[src/rtl/mc_cpu.sv]
// Multi-cycle FETCH/EXEC/MEM accumulator-free RISC core with a split
// instruction/data memory handshake (req held until ack, any latency).
module mc_cpu #(
  parameter int DATA_W = 16,
  parameter int REG_AW = 4,
  parameter int PC_W   = 12,
  localparam int INSTR_W = 4 + 3 * REG_AW
) (
  input  logic               clk,
  input  logic               reset,
  output logic               imem_req,
  output logic [PC_W-1:0]    imem_addr,
  input  logic               imem_ack,
  input  logic [INSTR_W-1:0] imem_rdata,
  output logic               dmem_req,
  output logic               dmem_we,
  output logic [PC_W-1:0]    dmem_addr,
  output logic [DATA_W-1:0]  dmem_wdata,
  input  logic [DATA_W-1:0]  dmem_rdata,
  input  logic               dmem_ack,
  output logic [PC_W-1:0]    pc,
  output logic [3:0]         status,
  output logic               retire,
  output logic               halted
);

  localparam int NREG = 2 ** REG_AW;
  localparam int SH_W = (DATA_W > 1) ? $clog2(DATA_W) : 1;

  localparam logic [3:0] OP_NOP  = 4'h0;
  localparam logic [3:0] OP_ADD  = 4'h1;
  localparam logic [3:0] OP_SUB  = 4'h2;
  localparam logic [3:0] OP_AND  = 4'h3;
  localparam logic [3:0] OP_OR   = 4'h4;
  localparam logic [3:0] OP_XOR  = 4'h5;
  localparam logic [3:0] OP_SHL  = 4'h6;
  localparam logic [3:0] OP_SHR  = 4'h7;
  localparam logic [3:0] OP_LDI  = 4'h8;
  localparam logic [3:0] OP_LD   = 4'h9;
  localparam logic [3:0] OP_ST   = 4'hA;
  localparam logic [3:0] OP_JMP  = 4'hB;
  localparam logic [3:0] OP_BZ   = 4'hC;
  localparam logic [3:0] OP_BNZ  = 4'hD;
  localparam logic [3:0] OP_BC   = 4'hE;
  localparam logic [3:0] OP_HALT = 4'hF;

  typedef enum logic [1:0] {
    S_FETCH,
    S_EXEC,
    S_MEM,
    S_HALT
  } state_t;

  typedef struct packed {
    logic [DATA_W-1:0] res;
    logic [3:0]        flags;  // {N,V,C,Z}
  } alu_out_t;

  // Carry on SUB is the unsigned borrow, so it is set exactly when a < b.
  function automatic alu_out_t alu(input logic [3:0] op,
                                   input logic signed [DATA_W-1:0] a,
                                   input logic signed [DATA_W-1:0] b);
    alu_out_t          o;
    logic [DATA_W:0]   wide;
    logic              c;
    logic              v;
    o    = '0;
    wide = '0;
    c    = 1'b0;
    v    = 1'b0;
    case (op)
      OP_ADD: begin
        wide  = {1'b0, a} + {1'b0, b};
        o.res = wide[DATA_W-1:0];
        c     = wide[DATA_W];
        v     = (a[DATA_W-1] == b[DATA_W-1]) && (o.res[DATA_W-1] != a[DATA_W-1]);
      end
      OP_SUB: begin
        o.res = a - b;
        c     = $unsigned(a) < $unsigned(b);
        v     = (a[DATA_W-1] != b[DATA_W-1]) && (o.res[DATA_W-1] != a[DATA_W-1]);
      end
      OP_AND:  o.res = a & b;
      OP_OR:   o.res = a | b;
      OP_XOR:  o.res = a ^ b;
      OP_SHL:  o.res = $unsigned(a) << b[SH_W-1:0];
      OP_SHR:  o.res = $unsigned(a) >> b[SH_W-1:0];
      default: o.res = '0;
    endcase
    o.flags = {o.res[DATA_W-1], v, c, (o.res == '0)};
    return o;
  endfunction

  state_t               state_q, state_d;
  logic [PC_W-1:0]      pc_q, pc_d;
  logic [INSTR_W-1:0]   ir_q, ir_d;
  logic [3:0]           status_q, status_d;
  logic [DATA_W-1:0]    regs_q [NREG];
  logic [DATA_W-1:0]    regs_d [NREG];

  logic                 rf_we;
  logic [DATA_W-1:0]    rf_wdata;

  logic [3:0]           op;
  logic [REG_AW-1:0]    s1, s2, d;
  logic signed [DATA_W-1:0] rs1_val, rs2_val;
  logic [DATA_W-1:0]    imm_val;
  logic [PC_W-1:0]      jmp_target;
  alu_out_t             alu_o;

  assign op = ir_q[INSTR_W-1 -: 4];
  assign s1 = ir_q[3*REG_AW-1 -: REG_AW];
  assign s2 = ir_q[2*REG_AW-1 -: REG_AW];
  assign d  = ir_q[REG_AW-1:0];

  assign rs1_val    = (s1 == '0) ? '0 : regs_q[s1];
  assign rs2_val    = (s2 == '0) ? '0 : regs_q[s2];
  assign imm_val    = DATA_W'({s2, s1});
  assign jmp_target = PC_W'({s1, s2, d});
  assign alu_o      = alu(op, rs1_val, rs2_val);

  assign imem_addr  = pc_q;
  assign dmem_addr  = PC_W'($unsigned(rs1_val));
  assign dmem_wdata = rs2_val;
  assign pc         = pc_q;
  assign status     = status_q;

  always_comb begin
    state_d  = state_q;
    pc_d     = pc_q;
    ir_d     = ir_q;
    status_d = status_q;
    rf_we    = 1'b0;
    rf_wdata = '0;
    imem_req = 1'b0;
    dmem_req = 1'b0;
    dmem_we  = 1'b0;
    retire   = 1'b0;
    halted   = 1'b0;
    case (state_q)
      S_FETCH: begin
        imem_req = 1'b1;
        if (imem_ack) begin
          ir_d    = imem_rdata;
          pc_d    = pc_q + 1'b1;
          state_d = S_EXEC;
        end
      end
      S_EXEC: begin
        state_d = S_FETCH;
        retire  = 1'b1;
        case (op)
          OP_ADD, OP_SUB, OP_AND, OP_OR, OP_XOR, OP_SHL, OP_SHR: begin
            rf_we    = 1'b1;
            rf_wdata = alu_o.res;
            status_d = alu_o.flags;
          end
          OP_LDI: begin
            rf_we    = 1'b1;
            rf_wdata = imm_val;
          end
          OP_LD, OP_ST: begin
            retire  = 1'b0;
            state_d = S_MEM;
          end
          OP_JMP: pc_d = jmp_target;
          OP_BZ:  if (status_q[0])  pc_d = jmp_target;
          OP_BNZ: if (!status_q[0]) pc_d = jmp_target;
          OP_BC:  if (status_q[1])  pc_d = jmp_target;
          OP_HALT: state_d = S_HALT;
          default: ;
        endcase
      end
      S_MEM: begin
        dmem_req = 1'b1;
        dmem_we  = (op == OP_ST);
        if (dmem_ack) begin
          if (op == OP_LD) begin
            rf_we    = 1'b1;
            rf_wdata = dmem_rdata;
          end
          retire  = 1'b1;
          state_d = S_FETCH;
        end
      end
      S_HALT: halted = 1'b1;
      default: state_d = S_FETCH;
    endcase
    // Reset silences the bus in the very cycle it is asserted.
    if (reset) begin
      imem_req = 1'b0;
      dmem_req = 1'b0;
      dmem_we  = 1'b0;
      retire   = 1'b0;
      halted   = 1'b0;
    end
  end

  always_comb begin
    regs_d = regs_q;
    if (rf_we && (d != '0)) regs_d[d] = rf_wdata;
  end

  always_ff @(posedge clk) begin
    if (reset) begin
      state_q  <= S_FETCH;
      pc_q     <= '0;
      ir_q     <= '0;
      status_q <= '0;
      for (int i = 0; i < NREG; i++) regs_q[i] <= '0;
    end else begin
      state_q  <= state_d;
      pc_q     <= pc_d;
      ir_q     <= ir_d;
      status_q <= status_d;
      regs_q   <= regs_d;
    end
  end

endmodule

[config.mk]
export PLATFORM = sky130hd
export DESIGN_NAME = mc_cpu
export DESIGN_NICKNAME = d
export VERILOG_FILES = /design/src/rtl/mc_cpu.sv
export SDC_FILE = /design/constraint.sdc
export NUM_CORES = 1
export LEC_CHECK = 0
export BUFFER_PORTS_ARGS = -buffer_cell sky130_fd_sc_hd__buf_2
export CELL_PAD_IN_SITES_DETAIL_PLACEMENT = 1
export CELL_PAD_IN_SITES_GLOBAL_PLACEMENT = 2
export CORE_MARGIN = 5
export CORE_UTILIZATION = 43
export CTS_BUF_LIST = sky130_fd_sc_hd__clkbuf_4 sky130_fd_sc_hd__clkbuf_8
export CTS_CLUSTER_SIZE = 40
export DETAILED_ROUTE_END_ITERATION = 8
export GPL_ROUTABILITY_DRIVEN = 1
export HOLD_SLACK_MARGIN = 0.15
export PLACE_DENSITY_LB_ADDON = 0.05
export SKIP_LAST_GASP = 1
export SLEW_MARGIN = 20
export SYNTH_ARGS = -nofsm -noshare
export SYNTH_HDL_FRONTEND = slang
export SYNTH_SLANG_ARGS = --single-unit
[constraint.sdc]
create_clock -name clk -period 15.5 [get_ports clk]
set_input_delay 1.55 -clock clk [delete_from_list [all_inputs] [get_ports clk]]
set_output_delay 1.55 -clock clk [all_outputs]
set_load 0.005 [all_outputs]
# --- Word-level counts from Yosys, hierarchy flattened ---
# Index checks and enable logic that the tools add are counted.
totals:
  regBits: 290
  latchBits: 0
  ramBits: 0
  romBits: 0
  out_inout_bits: 61
  wordCells: 126
  mem_count: 0
classes:
  add_sub_neg: 3
  n_mul: 0
  div: 0
  n_lt_le_gt_ge: 5
  n_eq_ne: 28
  shift: 2
  n_mux: 44
  bitwise_logic: 6
  reduce_logical: 18
op_table:
  columns: ["op", "n"]
  rows:
  - ["256-bit bitwise mux", 1]
  - ["16-bit two-way mux", 9]
  - ["16-bit binary-select mux with 4-bit select", 2]
  - ["16-bit one-hot mux with 7 select lines", 1]
  - ["16-bit demux with 4-bit select", 1]
  - ["16-bit one-hot mux with 2 select lines", 2]
  - ["12-bit two-way mux", 4]
  - ["12-bit one-hot mux with 4 select lines", 1]
  - ["4-bit equality test, second input constant", 8]
  - ["12-bit one-hot mux with 2 select lines", 1]
  - ["16-bit by 16-bit adder with 17-bit output", 1]
  - ["16-bit AND", 1]
  - ["4-bit by 3-bit equality test with 1-bit output, second input constant", 4]
  - ["16-bit logical NOT", 1]
  - ["16-bit less-than comparator", 1]
  - ["16-bit OR", 1]
  - ["16-bit by 4-bit << shifter with 16-bit output", 1]
  - ["16-bit by 4-bit >> shifter with 16-bit output", 1]
  - ["16-bit subtractor", 1]
  - ["16-bit XOR", 1]
  - ["5-bit >= comparator, second input constant", 3]
  - ["4-bit NOT with 5-bit output", 3]
  - ["1-bit two-way mux", 14]
  - ["12-bit by 1-bit adder with 12-bit output, second input constant", 1]
  - ["26 further kinds", 42]

# --- Logic depth before layout (Yosys ltp) ---
# Gate-level depths: netlist of run 1.
depth:
  depth_word: 10
  mapped_depth: 24
  depth_no_buf: 18

# --- Least setup slack after synthesis of run 1 ---
# OpenSTA, ideal clock, no wires.
synth_timing:
  path_kind: "register to register"
  from: "reg ir_q[4]"
  to: "reg regs_q[111] (netlist bit)"
  setup_ns: 0.145
  arrival_time_ns: 5.856
  path_slack_ns: 9.499
  stages_incl_launch_ff: 25
  n_path_buf: 8
  period_less_slack_ns: 6.001
  path_cell_list: "dfxtp_1 > buf_2 > buf_1 > buf_2 > buf_1 > clkbuf_1 > clkbuf_1 > mux4_2 > mux2i_1 > nand2_1 > o211ai_1 > ha_1 > clkbuf_1 > or2_2 > or3_1 > a211o_1 > o311ai_1 > o211ai_1 > a21oi_1 > or3_1 > a22oi_1 > or2_4 > a22oi_4 > buf_6 > a211oi_2"
synth_via:
  elab_chain_len: 10
synth_lines:
  columns: ["element", "line_no", "rtl"]
  rows:
  - ["from (decl)", "96", "logic [INSTR_W-1:0] ir_q, ir_d;"]
  - ["from (signal assigned)", "214", "ir_q <= ir_d;"]
  - ["4-bit NOT with 5-bit output (implied by the code)", "117", "assign rs2_val = (s2 == '0) ? '0 : regs_q[s2];"]
  - ["16-bit binary-select mux with 4-bit select", "117", null]
  - ["16-bit two-way mux (implied by the code) (2 in a row)", "117", null]
  - ["16-bit two-way mux (*)", "117", null]
  - ["16-bit subtractor (tied with other cells)", "79", "o.res = a - b;"]
  - ["16-bit one-hot mux with 7 select lines (*)", "71", "case (op)"]
  - ["16-bit one-hot mux with 2 select lines (*)", "152", "case (op)"]
  - ["16-bit one-hot mux with 2 select lines (*)", "140", "case (state_q)"]
  - ["256-bit bitwise mux (*)", "201", "if (rf_we && (d != '0)) regs_d[d] = rf_wdata;"]
  - ["to (signal assigned)", "216", "regs_q <= regs_d;"]
  - ["to (decl)", "98", "logic [DATA_W-1:0] regs_q [NREG];"]
# Every way passes the cells marked *; elsewhere a longest branch is shown, timed or not. The select of a mux whose other input is x is not followed.
# A chain may end at the register's enable or synchronous reset.

# --- Worst setup path in the final report of run 1 ---
layout_timing:
  from: "reg ir_q[8]"
  to: "reg regs_q[78] (netlist bit)"
layout_via:
  elab_chain_len: 10
layout_lines:
  columns: ["element", "line_no", "rtl"]
  rows:
  - ["4-bit NOT with 5-bit output (implied by the code)", "116", "assign rs1_val = (s1 == '0) ? '0 : regs_q[s1];"]
  - ["16-bit binary-select mux with 4-bit select", "116", null]
  - ["16-bit two-way mux (implied by the code) (2 in a row)", "116", null]
  - ["16-bit two-way mux (*)", "116", null]
  - ["16-bit subtractor (tied with other cells)", "79", null]
  - ["16-bit one-hot mux with 7 select lines (*)", "71", null]
  - ["16-bit one-hot mux with 2 select lines (*)", "152", null]
  - ["16-bit one-hot mux with 2 select lines (*)", "140", null]
  - ["256-bit bitwise mux (*)", "201", null]
# Marked as above.

==> results of run 1 <==
cell families after synthesis:
logic type               Yosys count
AND/OR/NAND/NOR                  666
AO/OA/AOI/OAI                    623
XOR/XNOR                          13
buffers and inverters            268
flip-flops                       289
multiplexers                     189
adder cells (fa/ha/maj)           55
area by class of cell:
type                            count  area (um^2)
Timing Repair Buffer              149          888
Clock buffer                       85         1040
Tap cell                          585          732
Inverter                           59          226
Multi-Input combinational cell   1546        11800
Fill cell                        5017        22600
Clock inverter                      5         62.6
Sequential cell                   289         5800
cells in the final DEF (no fill, tap or decap), drive strengths merged, types with 30 or more instances in the layout:
cell,count
nor2,338
dfxtp,289
a211oi,271
buf,149
nand2,143
mux4,100
clkbuf,85
a21oi,74
inv,61
mux2i,58
ha,53
o21ai,46
nor2b,36
nand3,32
nor3,32
o211ai,31
mux2,31
a22oi,30
through the flow:
step / instance area, um^2 / std cells / total power, mW / utilization, %
5_1_grt: 20500 / 2718 / 1.93 / 47.6
4_1_cts: 20500 / 2718 / 1.87 / 47.6
3_5_place_dp: 19400 / 2628 / 1.09 / 45.0
3_3_place_gp: 19400 / 2627 / 1.09 / 45.0
2_1_floorplan: 18700 / 2103 / 0.996 / -
6_report: 20500 / 2718 / 1.86 / 47.6
state kept, by name, indices dropped and copies added (netlist names):
name and cells:
regs_q 255, ir_q 16, imem_addr 12, status 4, state_q 2
power by group:
group	leakage, nW	internal (mW)	switching [mW]
registers	2.33	0.750	0.0190
clock network	0.586	0.438	0.335
logic	4.13	0.106	0.209
path summary, 6_finish.rpt:
kind          startpoint     endpoint  slack [ns]  cells past startpoint
max              ir_q[8]   regs_q[78]        8.60                     17
min          regs_q[242]  regs_q[242]        0.43                      2
max reg2reg      ir_q[8]   regs_q[78]        8.60                     17
min reg2reg  regs_q[242]  regs_q[242]        0.43                      2
routing by layer:
metal	global-route usage, %	wire length [um]	vias up
met4	11.2	2920	0
li1	-	-	7854
met1	40.9	32700	8611
met2	47.9	33300	545
met3	6.01	4550	169
met5	0	0	-
worst max-delay path: cells and delay by family, from the launching register on:
kind                       cells  cell delay [ns]
and+or+nand+nor                6             1.57
AOI/OAI and AO/OA              8             2.89
DFF                            1             0.31
adders and majority gates      1             0.54
buffers and inverters          2             1.36
==> metrics, run 1 <==
Initial Utilization 43.5%; post-synthesis async set-or-reset flop share 0%; die height 219 um; setup slack after layout 8.60 ns; min Tclk post-route 6.90 ns; Rel. slew slack 25.7%; largest area contributor in the netlist dfxtp_1; Hold WS 0.429 ns; Final Hold Viols 0; Synth Cell Area 18700 um^2; vias in the first global route 17400; Final Skew 0.0161 ns; CTS hold repair buffers 0; synth top area cells dfxtp_1 (31%), mux4_2 (12%), a211oi_1 (10%); simple-gate share of the synthesized area 15.8%; Static Leakage 7.05 nW; CTS resizes 0; Compound-Gate Fraction of Synth Area 25.2%; Final GP Congestion 0.967; slowest stage cell, crit path a2111oi_0; num ports 97; post-synthesis mux area share 17.1%; TNS Setup 0 ns; Core Footprint 43100 um^2; DR pass1 iterations 7; Post-synth EDFFs 0; pwr dens 90.6 nW/um^2; Final ANT Viol Nets 0; Main synth FF type dfxtp_1; Die Area 47800 um^2; row cnt 76; # H-tree levels 2; pre-CTS WS 8.72 ns; kind of critical path flip-flop to flip-flop; Clock Pin Slew Worst Setup and Hold Paths 0.06 ns; CP most frequent cell nand2_1; Syn Inst Count 2103; WL per Instance 27.0 um; Post-synth top cells nor2_1 (338), dfxtp_1 (289), a211oi_1 (250), nand2_1 (142), clkbuf_1 (122); maximum operating frequency 145 MHz; Longest Clk Path Bufs 3; Warnings, synthesis 0; antenna cell count 0; count leader, synth nor2_1; synthesis-to-finish area growth 9.45%; Die W 219 um; CTS tree done; sequential-to-total area share from yosys stat 30.9%; status finished clean; Synth Area per Inst 8.91 um^2; largest family of logic cells by synthesized area compound AO/OA/AOI/OAI gates; largest net degree at the start of global routing 111; DRC errors left 0; drt total wl 73400 um; synthesized flop and latch total 289; XOR/XNOR Fraction of Synth Area 0.608%; max incr delay on CP 0.76 ns; grt ovf 0; Root Buffer clkbuf_8; critical path required time 15.96 ns; worst-skew pair later-pin latency 0.64 ns; Synth top area share 30.9%; crit share post-route 44.5%; max cap viols 0; RSZ-0062 raised after global routing false; maximum VDD drop 0.0621 mV; syn_nets 2194; Slew Limit Fails 0; Vias per Instance 6.32; via count 17200; crit path DAT 7.37 ns; number of DRC markers in iteration 0 1283; initial antenna violation count 0; Sink Count 289; Port Buffers 96; hpwl dp 49900 um; layout cells sized above 1 20.6%; All-Layer GR Usage 30.2%; Final nets 2188; Post-CTS Setup Bufs 0; setup violators final 0; endpoint class of the critical path flip-flop; Setup crit start kind flip-flop; Netlist cell types 100; Least-Margin Pin Slew 1.11 ns; Post-Synth Adder-Cell Area 3.75%; Hold Crit Class flip-flop to flip-flop; CP max FO 55; Inserted Clock Buffers 52; first-pass GRT wire length 111000 um; worst path cell trace buf_4 > inv_1 > a32o_1 > o31ai_1 > nand2_1 > ha_1 > nand2b_1 > a2111oi_0 > o41a_1 > nand2_1 > a41oi_1 > o21ai_0 > and4_1 > or4_1 > nand2b_4 > a22oi_4 > a211oi_1
Note: power is estimated with default switching activity, not from simulation.
==> run 2: changes to the inputs <==
ABC_AREA = 1   (was unset)
CORE_UTILIZATION = 32   (was 43)
clock period = 6 ns   (was 15.5 ns; I/O delays follow)
==> run 2 against run 1 <==
Against the previous run:
- combinational power grew to 13 times the previous value
- utilization is 12 points lower
- global-route usage shrank 2.2 points
- critical path type unchanged
- critical endpoint is now regs_q[71]
- clock power rose to 2.9 times the previous value
- largest power group is now combinational cells
- via count grew 34%
- power grew to 4.6 times the previous value
- final cell count grew 57%
- register-to-register slack worse by 8.1 ns
- synthesized cell count increased by 61%
==> metrics, run 2 <==
kind of critical path flip-flop to flip-flop; hpwl dp 70500 um (+41%); crit share post-route 91.0% (+46 points); post-synthesis async set-or-reset flop share 0% (unchanged); TNS Setup 0 ns (unchanged); Main synth FF type dfxtp_1; Port Buffers 96 (unchanged); synthesis-to-finish area growth 11.0%; All-Layer GR Usage 28.0% (-2.2 points); Largest Register regs_q; largest area contributor in the netlist dfxtp_1; maximum operating frequency 183 MHz (+26%); Root Buffer clkbuf_8; CTS tree done; RSZ-0062 raised after global routing false; initial antenna violation count 2 (+2); max cap viols 0 (unchanged); max incr delay on CP 0.42 ns (-0.34 ns); worst-skew pair later-pin latency 0.68 ns (+0.04 ns); Synth Cell Area 20800 um^2 (+11%); fin cells 4275 (+57%); area of the multi-input gates 11400 um^2 (-3.3%); num ports 97 (unchanged); largest net degree at the start of global routing 120 (+8.1%); Initial Utilization 32.3% (-11 points); crit path DAT 6.01 ns (-1.36 ns); die height 265 um (+21%); number of DRC markers in iteration 0 1660 (+29%); vias in the first global route 23300 (+34%); CP max FO 19 (-65%); Inserted Clock Buffers 57 (+9.6%); Hold Crit Class input pin to flip-flop; filler instances 8520 (+70%); Syn Inst Count 3382 (+61%); flop2flop setup slack 0.54 ns (-8.06 ns); setup violators final 0 (unchanged); Core Footprint 64500 um^2 (+50%); Vias per Instance 5.39 (-15%); Synth Area per Inst 6.16 um^2 (-31%); Final GP Congestion 0.938 (-3.0%); slowest stage cell, crit path o21ai_0; grt ovf 0 (unchanged); Post-Place Cells 4174 (+59%); layout cells sized above 1 12.1% (-8.5 points); Die Area 70300 um^2 (+47%); worst hold stages 3 (+1); Final Hold Viols 0 (unchanged); synth top area cells dfxtp_1 (28%), inv_1 (11%), a21oi_1 (10%); FF+latch area 5820 um^2 (+0.28%); status finished clean; Least-Margin Pin Slew 1.09 ns (-0.0208 ns); row cnt 93 (+22%); Post-synth top cells inv_1 (613), nand2_1 (551), a21oi_1 (423), nand3_1 (388), o21ai_0 (360); DR pass1 iterations 5 (-2); syn_nets 3473 (+58%); Synth top area share 27.9% (-3.0 points); Post-synth EDFFs 0 (unchanged); Warnings, synthesis 0 (unchanged); drt total wl 103000 um (+40%); count leader, synth inv_1; worst r2r path cells 27 (+10); number of buffers and inverters on the critical path 8 (+6); critical path required time 6.55 ns (-9.41 ns); sequential-to-total area share from yosys stat 27.9% (-3.0 points); Longest Clk Path Bufs 3 (unchanged); via count 23000 (+34%); Final ANT Viol Nets 0 (unchanged); most common cell after layout, fill and taps aside inv_1; WL per Instance 24.0 um (-11%); stages on the worst setup path 27 (+10); Largest register FFs 256 (+0.39%); Netlist cell types 57 (-43%); CP most frequent cell nand2_1; overall power 8.50 mW (+360%); Final nets 3469 (+59%); Static Leakage 11.5 nW (+64%); endpoint class of the critical path flip-flop; Setup crit start kind flip-flop; DRC errors left 0 (unchanged); min Tclk post-route 5.46 ns (-1.44 ns); Slew Limit Fails 0 (unchanged); Final Skew 0.0281 ns (+0.0120 ns); pwr dens 368 nW/um^2 (+310%); Rel. slew slack 27.1% (+1.4 points); maximum VDD drop 0.162 mV (+160%); Post-CTS Setup Bufs 0 (unchanged); # H-tree levels 2 (unchanged); Die W 265 um (+21%); Clock Pin Slew Worst Setup and Hold Paths 0.06 ns (about the same); synthesized flop and latch total 290 (+0.35%); first-pass GRT wire length 152000 um (+37%); Sink Count 290 (+0.35%); delay-heaviest family, CP simple AND/OR/NAND/NOR gates; commonest cells after routing, fill and taps aside inv_1 (609), nand2_1 (549), a21oi_1 (423), nand3_1 (388), o21ai_0 (360)
-- run 2: changes by cell type after synthesis, moves of 58 or more --
cell,change
o21ai_0,+317
mux4_2,-97
a21oi_1,+350
mux2i_1,-58
a211oi_1,-246
inv_1,+558
nand2_1,+409
nor2_1,-195
nand3_1,+356
-- run 2: cells by family (layout without fill, tap and decap cells) --
family,after synthesis,count (layout),share of synthesized area [%]
and+or+nand+nor,1165,1165,24.8
AOI/OAI and AO/OA,981,981,26.0
buffers and inverters,886,922,17.7
DFF,290,290,27.9
adders and majority gates,55,55,3.37
xor gates and xnor gates,5,5,0.210
other,0,2,0
-- run 2: worst register-to-register path, stage by stage, from the launching register on --
cell and delay [ns]:
dfxtp_4 0.37, clkinv_2 0.38, buf_4 0.40, buf_4 0.24
nand2_1 0.09, nand3_1 0.07, nand3_1 0.09, nand3_1 0.07
nand2_1 0.22, nand2_1 0.28, inv_1 0.20, ha_1 0.27
inv_1 0.29, nand3b_1 0.12, nand3_1 0.21, inv_1 0.11
o21ai_0 0.42, a21oi_1 0.12, o21ai_0 0.10, nand2_1 0.07
a21oi_1 0.22, nand2_1 0.13, inv_1 0.07, nand2_1 0.08
nand2_1 0.08, nand2_2 0.27, o21ai_0 0.31, inv_1 0.06
-- run 2: where the power goes --
group | internal [mW] | total [mW] | switching [mW]
Clock | 1.27 | 2.25 | 0.979
Sequential | 2.00 | 2.09 | 0.0928
Combinational | 1.14 | 4.16 | 3.01
Total | 4.42 | 8.50 | 4.09
-- run 2: routing by layer --
layer / GRT usage, % / part of all wire (%)
met5: 0 / 0
met4: 8.11 / 3.0
met3: 2.84 / 4.0
met2: 47.2 / 47
met1: 38.1 / 46
-- run 2: through the flow --
step | setup WS [ns] | hold slack [ns] | util, % | area (um^2)
finish | 0.538 | 0.232 | 35.9 | 23100
global route | 0.265 | 0.202 | 35.9 | 23100
floorplan | 1.80 | 0.410 | - | 20800
CTS | 0.403 | 0.183 | 35.9 | 23100
detailed placement | 0.418 | 0.426 | 34.0 | 21900
global placement | 0.0540 | 0.420 | 33.9 | 21900
-- run 2: repair_timing --
action / 4_1_cts / 5_1_grt
gates resized for setup: 0 / 1
hold buffers: 0 / 0
endpoints found under the setup margin: 0 / 4
-- run 2: final cells by class --
cell class	instances	share of cell area, %
Antenna cell	2	0.0216
Clock buffer	92	4.91
Clock inverter	7	0.417
Inverter	642	10.5
Multi-Input combinational cell	2206	49.1
Sequential cell	290	25.2
Tap cell	855	4.63
Timing Repair Buffer	181	5.29
-- run 2: final timing paths --
check                                   end      startpoint
worst max-delay path             regs_q[71]         ir_q[8]
worst min-delay path               ir_q[15]  imem_rdata[15]
worst min register to register  regs_q[249]     regs_q[249]
worst max register to register   regs_q[71]         ir_q[8]
